==> config.mk <==
export PLATFORM = sky130hd
export DESIGN_NAME = ex_muldiv_flat
export DESIGN_NICKNAME = d
export VERILOG_FILES = /design/src/rtl/ex_muldiv_if.sv /design/src/rtl/ex_muldiv.sv /design/src/flat_wrapper.sv
export SDC_FILE = /design/constraint.sdc
export NUM_CORES = 1
export LEC_CHECK = 0
export ABC_AREA = 1
export CAP_MARGIN = 20
export CORE_AREA = 10 10 229 209
export DETAILED_ROUTE_END_ITERATION = 6
export DIE_AREA = 0 0 239 219
export PLACE_DENSITY = 0.62
export SLEW_MARGIN = 25
export SYNTH_ARGS = -nofsm -noshare
export SYNTH_HDL_FRONTEND = slang
export SYNTH_SLANG_ARGS = --single-unit
export TNS_END_PERCENT = 30
==> constraint.sdc <==
create_clock -name clk -period 4 [get_ports clk]
set_clock_uncertainty 0.15 [all_clocks]
set_input_delay 1.2 -clock clk [delete_from_list [all_inputs] [get_ports clk]]
set_output_delay 1.2 -clock clk [all_outputs]
set_load 0.005 [all_outputs]
==> src/rtl/ex_muldiv_if.sv <==
// Pipeline-side bundle for the EX-stage multiply/divide unit.
interface ex_muldiv_if #(
  parameter int unsigned WIDTH = 32
);
  logic             start;
  logic [1:0]       op;
  logic [WIDTH-1:0] a;
  logic [WIDTH-1:0] b;
  logic             rd_req;
  logic             hi_we;
  logic             lo_we;
  logic [WIDTH-1:0] wdata;
  logic             flush;
  logic [WIDTH-1:0] hi_out;
  logic [WIDTH-1:0] lo_out;
  logic             busy;
  logic             stall;

  // Pipeline side drives requests and observes HI/LO and hazards
  modport master (
    output start, op, a, b, rd_req, hi_we, lo_we, wdata, flush,
    input  hi_out, lo_out, busy, stall
  );

  // Unit side
  modport slave (
    input  start, op, a, b, rd_req, hi_we, lo_we, wdata, flush,
    output hi_out, lo_out, busy, stall
  );
endinterface

==> src/rtl/ex_muldiv.sv <==
// Iterative MULT/MULTU/DIV/DIVU unit owning the HI/LO registers.
// One shift-add or restoring shift-subtract step per cycle on magnitudes,
// sign fix-up applied in a final cycle before HI/LO are written.
module ex_muldiv #(
  parameter int unsigned WIDTH = 32,
  parameter int unsigned CNT_W = 5
) (
  input logic       clk,
  input logic       rst,
  ex_muldiv_if.slave bus
);

  localparam logic [1:0] S_IDLE = 2'd0;
  localparam logic [1:0] S_CALC = 2'd1;
  localparam logic [1:0] S_FIX  = 2'd2;

  localparam logic [CNT_W-1:0] LAST_STEP = CNT_W'(WIDTH - 1);

  logic [1:0]       state;
  logic [1:0]       state_nxt;
  logic [CNT_W-1:0] cnt;

  // acc_hi: product high half / partial remainder
  // acc_lo: multiplier being consumed / dividend shifting into quotient
  logic [WIDTH-1:0] acc_hi;
  logic [WIDTH-1:0] acc_lo;
  logic [WIDTH-1:0] opd;
  logic             is_div;
  logic             neg_q;
  logic             neg_r;
  logic             div0;
  logic [WIDTH-1:0] hi_q;
  logic [WIDTH-1:0] lo_q;

  logic             is_signed;
  logic             sign_a;
  logic             sign_b;
  logic [WIDTH-1:0] abs_a;
  logic [WIDTH-1:0] abs_b;

  logic [WIDTH:0]   mul_sum;
  logic [WIDTH:0]   div_sh;
  logic [WIDTH:0]   div_diff;
  logic             div_ok;
  logic [WIDTH-1:0] step_hi;
  logic [WIDTH-1:0] step_lo;

  logic [2*WIDTH-1:0] prod;
  logic [2*WIDTH-1:0] prod_fix;
  logic [WIDTH-1:0]   q_fix;
  logic [WIDTH-1:0]   r_fix;
  logic [WIDTH-1:0]   fix_hi;
  logic [WIDTH-1:0]   fix_lo;

  logic busy;
  logic start_ok;

  // Operand magnitudes and sign flags captured at start
  always_comb begin
    is_signed = ~bus.op[0];
    sign_a    = is_signed & bus.a[WIDTH-1];
    sign_b    = is_signed & bus.b[WIDTH-1];
    abs_a     = sign_a ? -bus.a : bus.a;
    abs_b     = sign_b ? -bus.b : bus.b;
  end

  // One iteration step for multiply and restoring divide
  always_comb begin
    mul_sum  = {1'b0, acc_hi} + (acc_lo[0] ? {1'b0, opd} : '0);
    div_sh   = {acc_hi, acc_lo[WIDTH-1]};
    div_diff = div_sh - {1'b0, opd};
    div_ok   = ~div_diff[WIDTH];
    if (is_div) begin
      step_hi = div_ok ? div_diff[WIDTH-1:0] : div_sh[WIDTH-1:0];
      step_lo = {acc_lo[WIDTH-2:0], div_ok};
    end else begin
      step_hi = mul_sum[WIDTH:1];
      step_lo = {mul_sum[0], acc_lo[WIDTH-1:1]};
    end
  end

  // Sign correction; a zero divisor leaves remainder = |a|, so r_fix restores a
  always_comb begin
    prod     = {acc_hi, acc_lo};
    prod_fix = neg_q ? -prod : prod;
    q_fix    = neg_q ? -acc_lo : acc_lo;
    r_fix    = neg_r ? -acc_hi : acc_hi;
    if (is_div) begin
      fix_hi = r_fix;
      fix_lo = div0 ? '1 : q_fix;
    end else begin
      fix_hi = prod_fix[2*WIDTH-1:WIDTH];
      fix_lo = prod_fix[WIDTH-1:0];
    end
  end

  // Next-state logic
  always_comb begin
    state_nxt = state;
    start_ok  = bus.start & ~bus.flush;
    case (state)
      S_IDLE:  if (start_ok) state_nxt = S_CALC;
      S_CALC: begin
        if (bus.flush)              state_nxt = S_IDLE;
        else if (cnt == LAST_STEP)  state_nxt = S_FIX;
      end
      S_FIX:   state_nxt = S_IDLE;
      default: state_nxt = S_IDLE;
    endcase
  end

  // State register
  always_ff @(posedge clk) begin
    if (rst) state <= S_IDLE;
    else     state <= state_nxt;
  end

  // Datapath, counter and HI/LO registers
  always_ff @(posedge clk) begin
    if (rst) begin
      cnt    <= '0;
      acc_hi <= '0;
      acc_lo <= '0;
      opd    <= '0;
      is_div <= 1'b0;
      neg_q  <= 1'b0;
      neg_r  <= 1'b0;
      div0   <= 1'b0;
      hi_q   <= '0;
      lo_q   <= '0;
    end else begin
      case (state)
        S_IDLE: begin
          if (bus.hi_we) hi_q <= bus.wdata;
          if (bus.lo_we) lo_q <= bus.wdata;
          if (start_ok) begin
            cnt    <= '0;
            is_div <= bus.op[1];
            neg_q  <= sign_a ^ sign_b;
            neg_r  <= sign_a;
            div0   <= bus.op[1] & (bus.b == '0);
            acc_hi <= '0;
            acc_lo <= bus.op[1] ? abs_a : abs_b;
            opd    <= bus.op[1] ? abs_b : abs_a;
          end
        end
        S_CALC: begin
          if (!bus.flush) begin
            acc_hi <= step_hi;
            acc_lo <= step_lo;
            cnt    <= cnt + CNT_W'(1);
          end
        end
        S_FIX: begin
          if (!bus.flush) begin
            hi_q <= fix_hi;
            lo_q <= fix_lo;
          end
        end
        default: ;
      endcase
    end
  end

  // Hazard outputs
  always_comb begin
    busy      = (state != S_IDLE);
    bus.busy  = busy;
    bus.stall = busy & (bus.start | bus.rd_req | bus.hi_we | bus.lo_we);
  end

  assign bus.hi_out = hi_q;
  assign bus.lo_out = lo_q;

endmodule

==> src/flat_wrapper.sv <==
// flat-port wrapper written by rule: the top's interface ports become plain ports
module ex_muldiv_flat 
#(
  parameter int unsigned WIDTH = 32,
  parameter int unsigned CNT_W = 5
)
  (clk, rst, bus_start, bus_op, bus_a, bus_b, bus_rd_req, bus_hi_we, bus_lo_we, bus_wdata, bus_flush, bus_hi_out, bus_lo_out, bus_busy, bus_stall);
  ex_muldiv_if #(.WIDTH(WIDTH)) bus_i ();
  input logic clk;
  input logic rst;
  input wire logic [$bits(bus_i.start)-1:0] bus_start;
  input wire logic [$bits(bus_i.op)-1:0] bus_op;
  input wire logic [$bits(bus_i.a)-1:0] bus_a;
  input wire logic [$bits(bus_i.b)-1:0] bus_b;
  input wire logic [$bits(bus_i.rd_req)-1:0] bus_rd_req;
  input wire logic [$bits(bus_i.hi_we)-1:0] bus_hi_we;
  input wire logic [$bits(bus_i.lo_we)-1:0] bus_lo_we;
  input wire logic [$bits(bus_i.wdata)-1:0] bus_wdata;
  input wire logic [$bits(bus_i.flush)-1:0] bus_flush;
  output wire logic [$bits(bus_i.hi_out)-1:0] bus_hi_out;
  output wire logic [$bits(bus_i.lo_out)-1:0] bus_lo_out;
  output wire logic [$bits(bus_i.busy)-1:0] bus_busy;
  output wire logic [$bits(bus_i.stall)-1:0] bus_stall;
  assign bus_i.start = bus_start;
  assign bus_i.op = bus_op;
  assign bus_i.a = bus_a;
  assign bus_i.b = bus_b;
  assign bus_i.rd_req = bus_rd_req;
  assign bus_i.hi_we = bus_hi_we;
  assign bus_i.lo_we = bus_lo_we;
  assign bus_i.wdata = bus_wdata;
  assign bus_i.flush = bus_flush;
  assign bus_hi_out = bus_i.hi_out;
  assign bus_lo_out = bus_i.lo_out;
  assign bus_busy = bus_i.busy;
  assign bus_stall = bus_i.stall;
  ex_muldiv #(.WIDTH(WIDTH), .CNT_W(CNT_W)) u_core (.clk(clk), .rst(rst), .bus(bus_i));
endmodule
==> flow_summary.html <==
<table>
<tr><th>Metric</th><th>Value</th></tr>
<tr><th colspan="2">Route</th></tr>
<tr><td>Total detailed-routing wirelength</td><td>87,000 um</td></tr>
<tr><td>Number of optimization iterations in the first detailed-route pass</td><td>6</td></tr>
<tr><td>Mean number of vias per cell</td><td>5.65</td></tr>
<tr><td>Number of DRC markers after the initial detailed-route iteration</td><td>2,996</td></tr>
<tr><td>DRC Markers</td><td>0</td></tr>
<tr><td>Average routed wire per standard cell</td><td>21.1 um</td></tr>
<tr><td>Detail Route Antenna Nets</td><td>0</td></tr>
<tr><td>Vias after detailed routing</td><td>23,300</td></tr>
<tr><th colspan="2">Worst setup path</th></tr>
<tr><td>Cell Chain, Critical Path</td><td>clkdlybuf4s50_1, nor3_1, a21oi_1, clkdlybuf4s50_1</td></tr>
<tr><td>Cell seen most often among critical-path stages</td><td>clkdlybuf4s50_1</td></tr>
<tr><td>Type of the setup path with the least slack</td><td>in2out</td></tr>
<tr><td>Arrival time at the worst endpoint</td><td>2.39 ns</td></tr>
<tr><td>Required time at the worst-slack endpoint</td><td>2.65 ns</td></tr>
<tr><td>Largest driver fanout on the critical path</td><td>2</td></tr>
<tr><td>R2r worst-path depth</td><td>16</td></tr>
<tr><td>Setup crit start kind</td><td>input port</td></tr>
<tr><td>Worst setup EP type</td><td>output port</td></tr>
<tr><td>Cell with the biggest individual delay on the critical path</td><td>clkdlybuf4s50_1</td></tr>
<tr><td>Slowest cell delay on critical path</td><td>0.52 ns</td></tr>
<tr><th colspan="2">Logic synthesis</th></tr>
<tr><td>Cell accounting for the most synthesized area</td><td>nand2_1</td></tr>
<tr><td>Number of flip-flops and latches in the synthesized netlist</td><td>171</td></tr>
<tr><td>Count of yosys warnings during synthesis</td><td>0</td></tr>
<tr><td>Most common cell in the netlist</td><td>nand2_1</td></tr>
<tr><td>Asr flop ratio synth</td><td>0</td></tr>
<tr><td>Sequential share of the synthesized area</td><td>0.183</td></tr>
<tr><td>Cells taking the most area after synthesis</td><td>nand2_1 21%, dfxtp_1 18%, inv_1 11%</td></tr>
<tr><td>Share of the synthesized area in the top cell type</td><td>0.207</td></tr>
<tr><td>Average size of a mapped cell</td><td>5.49 um^2</td></tr>
<tr><td>Synthesized Nets</td><td>3,587</td></tr>
<tr><td>Prevailing post-synth register cell</td><td>dfxtp_1</td></tr>
<tr><td>Netlist cell types</td><td>49</td></tr>
<tr><td>Post-synth design cell area</td><td>0.0187 mm^2</td></tr>
<tr><td>Most instantiated cells after synthesis</td><td>1,031 x nand2_1, 548 x inv_1, 296 x nand3_1, 296 x nor2_1, 239 x o21ai_0</td></tr>
<tr><td>Gate count of the mapped netlist</td><td>3,410</td></tr>
<tr><td>Count of flip-flops with a built-in enable after synthesis</td><td>0</td></tr>
<tr><th colspan="2">Placement</th></tr>
<tr><td>Placed instance area</td><td>0.0211 mm^2</td></tr>
<tr><td>Worst setup timing slack at the placement stage</td><td>0.250 ns</td></tr>
<tr><td>Final weighted congestion of routability-driven global placement</td><td>1.04</td></tr>
<tr><td>PortBufs</td><td>170</td></tr>
<tr><td>Instance count after placement with tap cells included</td><td>4,083</td></tr>
<tr><td>Estimated wirelength of the detail-placed design</td><td>71,000 um</td></tr>
<tr><th colspan="2">STA</th></tr>
<tr><td>Slew at the pin closest to its max-slew limit</td><td>1.04 ns</td></tr>
<tr><td>Min Hold Slack</td><td>0.351 ns</td></tr>
<tr><td>Final hold violation count</td><td>0</td></tr>
<tr><td>Finish-stage setup viols</td><td>0</td></tr>
<tr><td>Max frequency</td><td>267 MHz</td></tr>
<tr><td>Period minus WS final</td><td>3.74 ns</td></tr>
<tr><td>Sum Neg Setup Slack</td><td>0 ns</td></tr>
<tr><td>Max-slew headroom at the worst pin</td><td>0.303</td></tr>
<tr><td>Final period utilization</td><td>0.935</td></tr>
<tr><td>Max-slew violations</td><td>0</td></tr>
<tr><td>RSZ-0062 raised after global routing</td><td>no</td></tr>
<tr><td>Worst setup margin</td><td>0.259 ns</td></tr>
<tr><th colspan="2">CTS</th></tr>
<tr><td>Number of CTS-inserted buffers</td><td>17</td></tr>
<tr><td>CTS tree</td><td>yes</td></tr>
<tr><td>Clock network latency to the later pin of the worst-skew pair</td><td>0.49 ns</td></tr>
<tr><td>CTS sink cnt</td><td>171</td></tr>
<tr><td>Clock transition at the registers of the reported paths</td><td>0.07 ns</td></tr>
<tr><td>CTS hold repair buffers</td><td>0</td></tr>
<tr><td>Root cell of the clock tree</td><td>clkbuf_16</td></tr>
<tr><td>Cells resized by post-CTS repair</td><td>0</td></tr>
<tr><td>Max clock buf depth</td><td>2</td></tr>
<tr><td>H-Tree Depth</td><td>4</td></tr>
<tr><td>Post-CTS Setup Repair Bufs</td><td>0</td></tr>
<tr><th colspan="2">Floorplan</th></tr>
<tr><td>Starting density of the core</td><td>0.438</td></tr>
<tr><td>Top Ports</td><td>171</td></tr>
<tr><td>Overall die height</td><td>219 um</td></tr>
<tr><td>Rows</td><td>72</td></tr>
<tr><td>Full die area</td><td>0.0523 mm^2</td></tr>
<tr><td>Die Width</td><td>239 um</td></tr>
<tr><td>Core Region</td><td>0.0428 mm^2</td></tr>
<tr><th colspan="2">Power and ir drop</th></tr>
<tr><td>Total leakage power</td><td>11.0 nW</td></tr>
<tr><td>PD cells</td><td>269 mW/mm^2</td></tr>
<tr><td>Worst vdd rail ir drop</td><td>0.267 mV</td></tr>
<tr><td>Overall power</td><td>5.84 mW</td></tr>
<tr><th colspan="2">Final layout</th></tr>
<tr><td>Summed area of non-filler cells in the final layout</td><td>0.0217 mm^2</td></tr>
<tr><td>Layout cells sized above 1</td><td>0.0590</td></tr>
<tr><td>Synth-to-Final Area Change</td><td>16.1%</td></tr>
<tr><td>Utilization after layout</td><td>0.508</td></tr>
<tr><td>Number of cells in the finished layout apart from fillers</td><td>4,115</td></tr>
<tr><td>Count of fill cells added during filler insertion</td><td>4,574</td></tr>
<tr><td>Final-stage net count</td><td>3,724</td></tr>
<tr><td>Antenna diode instance count</td><td>0</td></tr>
<tr><th colspan="2">Min path</th></tr>
<tr><td>Cell depth of the worst hold path</td><td>2</td></tr>
<tr><td>Path category of the worst min-delay check</td><td>reg2reg</td></tr>
<tr><th colspan="2">Run</th></tr>
<tr><td>Max_cap viols</td><td>0</td></tr>
<tr><th colspan="2">GRT</th></tr>
<tr><td>Number of global-route vias before repair</td><td>20,700</td></tr>
<tr><td>Total congestion overflow</td><td>0</td></tr>
<tr><td>First-pass GRT wire length</td><td>128,000 um</td></tr>
<tr><td>Gr usage total</td><td>0.322</td></tr>
<tr><td>Antenna violations before repair</td><td>0</td></tr>
<tr><td>Maximum number of pins on one net before global-route repair</td><td>67</td></tr>
<tr><th colspan="2">Outcome</th></tr>
<tr><td>Result of the run</td><td>complete, no violations</td></tr>
</table>
-- worst paths after layout --
check                                startpoint                        endpoint  slack, ns
setup reg to reg  u_core.acc_hi[0]$_SDFFE_PP0P_  u_core.acc_hi[27]$_SDFFE_PP0P_       0.74
hold reg to reg      u_core.cnt[3]$_SDFFE_PP0P_      u_core.cnt[3]$_SDFFE_PP0P_       0.35
setup / recovery                      bus_lo_we                       bus_stall       0.26
hold / removal       u_core.cnt[3]$_SDFFE_PP0P_      u_core.cnt[3]$_SDFFE_PP0P_       0.35
-- report_power, final --
group / internal (mW) / total (mW) / leakage (nW) / switching (mW)
Combinational: 0.731 / 2.16 / 9.33 / 1.43
Sequential: 1.81 / 1.92 / 1.41 / 0.107
Clock: 0.898 / 1.76 / 0.282 / 0.867
-- kinds of logic after synthesis --
kind of cell               after synthesis  synth area share
AOI/OAI and AO/OA                      613             0.183
DFF                                    171             0.183
adders and majority gates               72            0.0489
buffers and inverters                  689             0.144
xor gates and xnor gates                71            0.0332
and+or+nand+nor                       1794             0.408
-- cell usage in the layout, fill, tap and decap left out, types with 4 or more instances in the layout --
cell type | synthesis | layout
a31oi_1 | 47 | 47
clkdlybuf4s50_1 | 0 | 169
dfxtp_1 | 171 | 169
and2_1 | 7 | 7
o31ai_1 | 7 | 7
nor2_2 | 11 | 13
o21ai_1 | 9 | 9
a21oi_1 | 215 | 215
nand3_2 | 22 | 22
a21oi_2 | 20 | 20
ha_1 | 70 | 70
nor2_1 | 296 | 294
buf_12 | 1 | 4
a22oi_1 | 12 | 12
nand3_1 | 296 | 296
nand3b_1 | 9 | 9
xor2_1 | 55 | 55
buf_4 | 2 | 71
nor3_1 | 39 | 39
o211ai_1 | 33 | 33
inv_1 | 548 | 547
clkbuf_16 | 0 | 17
nand2_1 | 1031 | 1031
o21bai_1 | 15 | 15
xnor2_1 | 16 | 16
o21ai_0 | 239 | 239
a21o_1 | 5 | 5
nor4_1 | 4 | 4
nand4_1 | 45 | 45
nand2_2 | 17 | 17
inv_2 | 10 | 12
nand2_4 | 6 | 6
or2_2 | 4 | 4
-- flip-flops by register name (all words and copies together) (netlist names) --
register / count
u_core.acc_hi: 32
u_core.div0: 1
u_core.bus.hi_out: 32
u_core.cnt: 5
u_core.acc_lo: 32
u_core.state: 2
u_core.is_div: 1
u_core.bus.lo_out: 32
u_core.neg_r: 1
u_core.opd: 32
u_core.neg_q: 1
-- critical path, delay by kind of cell --
family	cells	cell delay [ns]
buf+inv	2	1.01
simple gates	1	0.07
compound gates	1	0.12
-- layout make-up --
cell class                      count  area [um^2]  area share
Multi-Input combinational cell   2550        12600       0.580
Sequential cell                   171         3430       0.158
Timing Repair Buffer              245         2310       0.106
Inverter                          562         2110      0.0970
Tap cell                          555          694      0.0319
Clock buffer                       18          439      0.0202
Clock inverter                     14          155     0.00714
-- layer usage --
layer  track usage  share of wire  vias up  routed length, um
met1         0.443           0.43    10600              37800
met2         0.474           0.42     1268              36600
met5             0              0        -                  0
li1              -              -    11200                  -
met3        0.0730           0.11      158               9180
met4         0.136          0.040        0               3440
No activity file was read; power rests on OpenSTA's default activity.
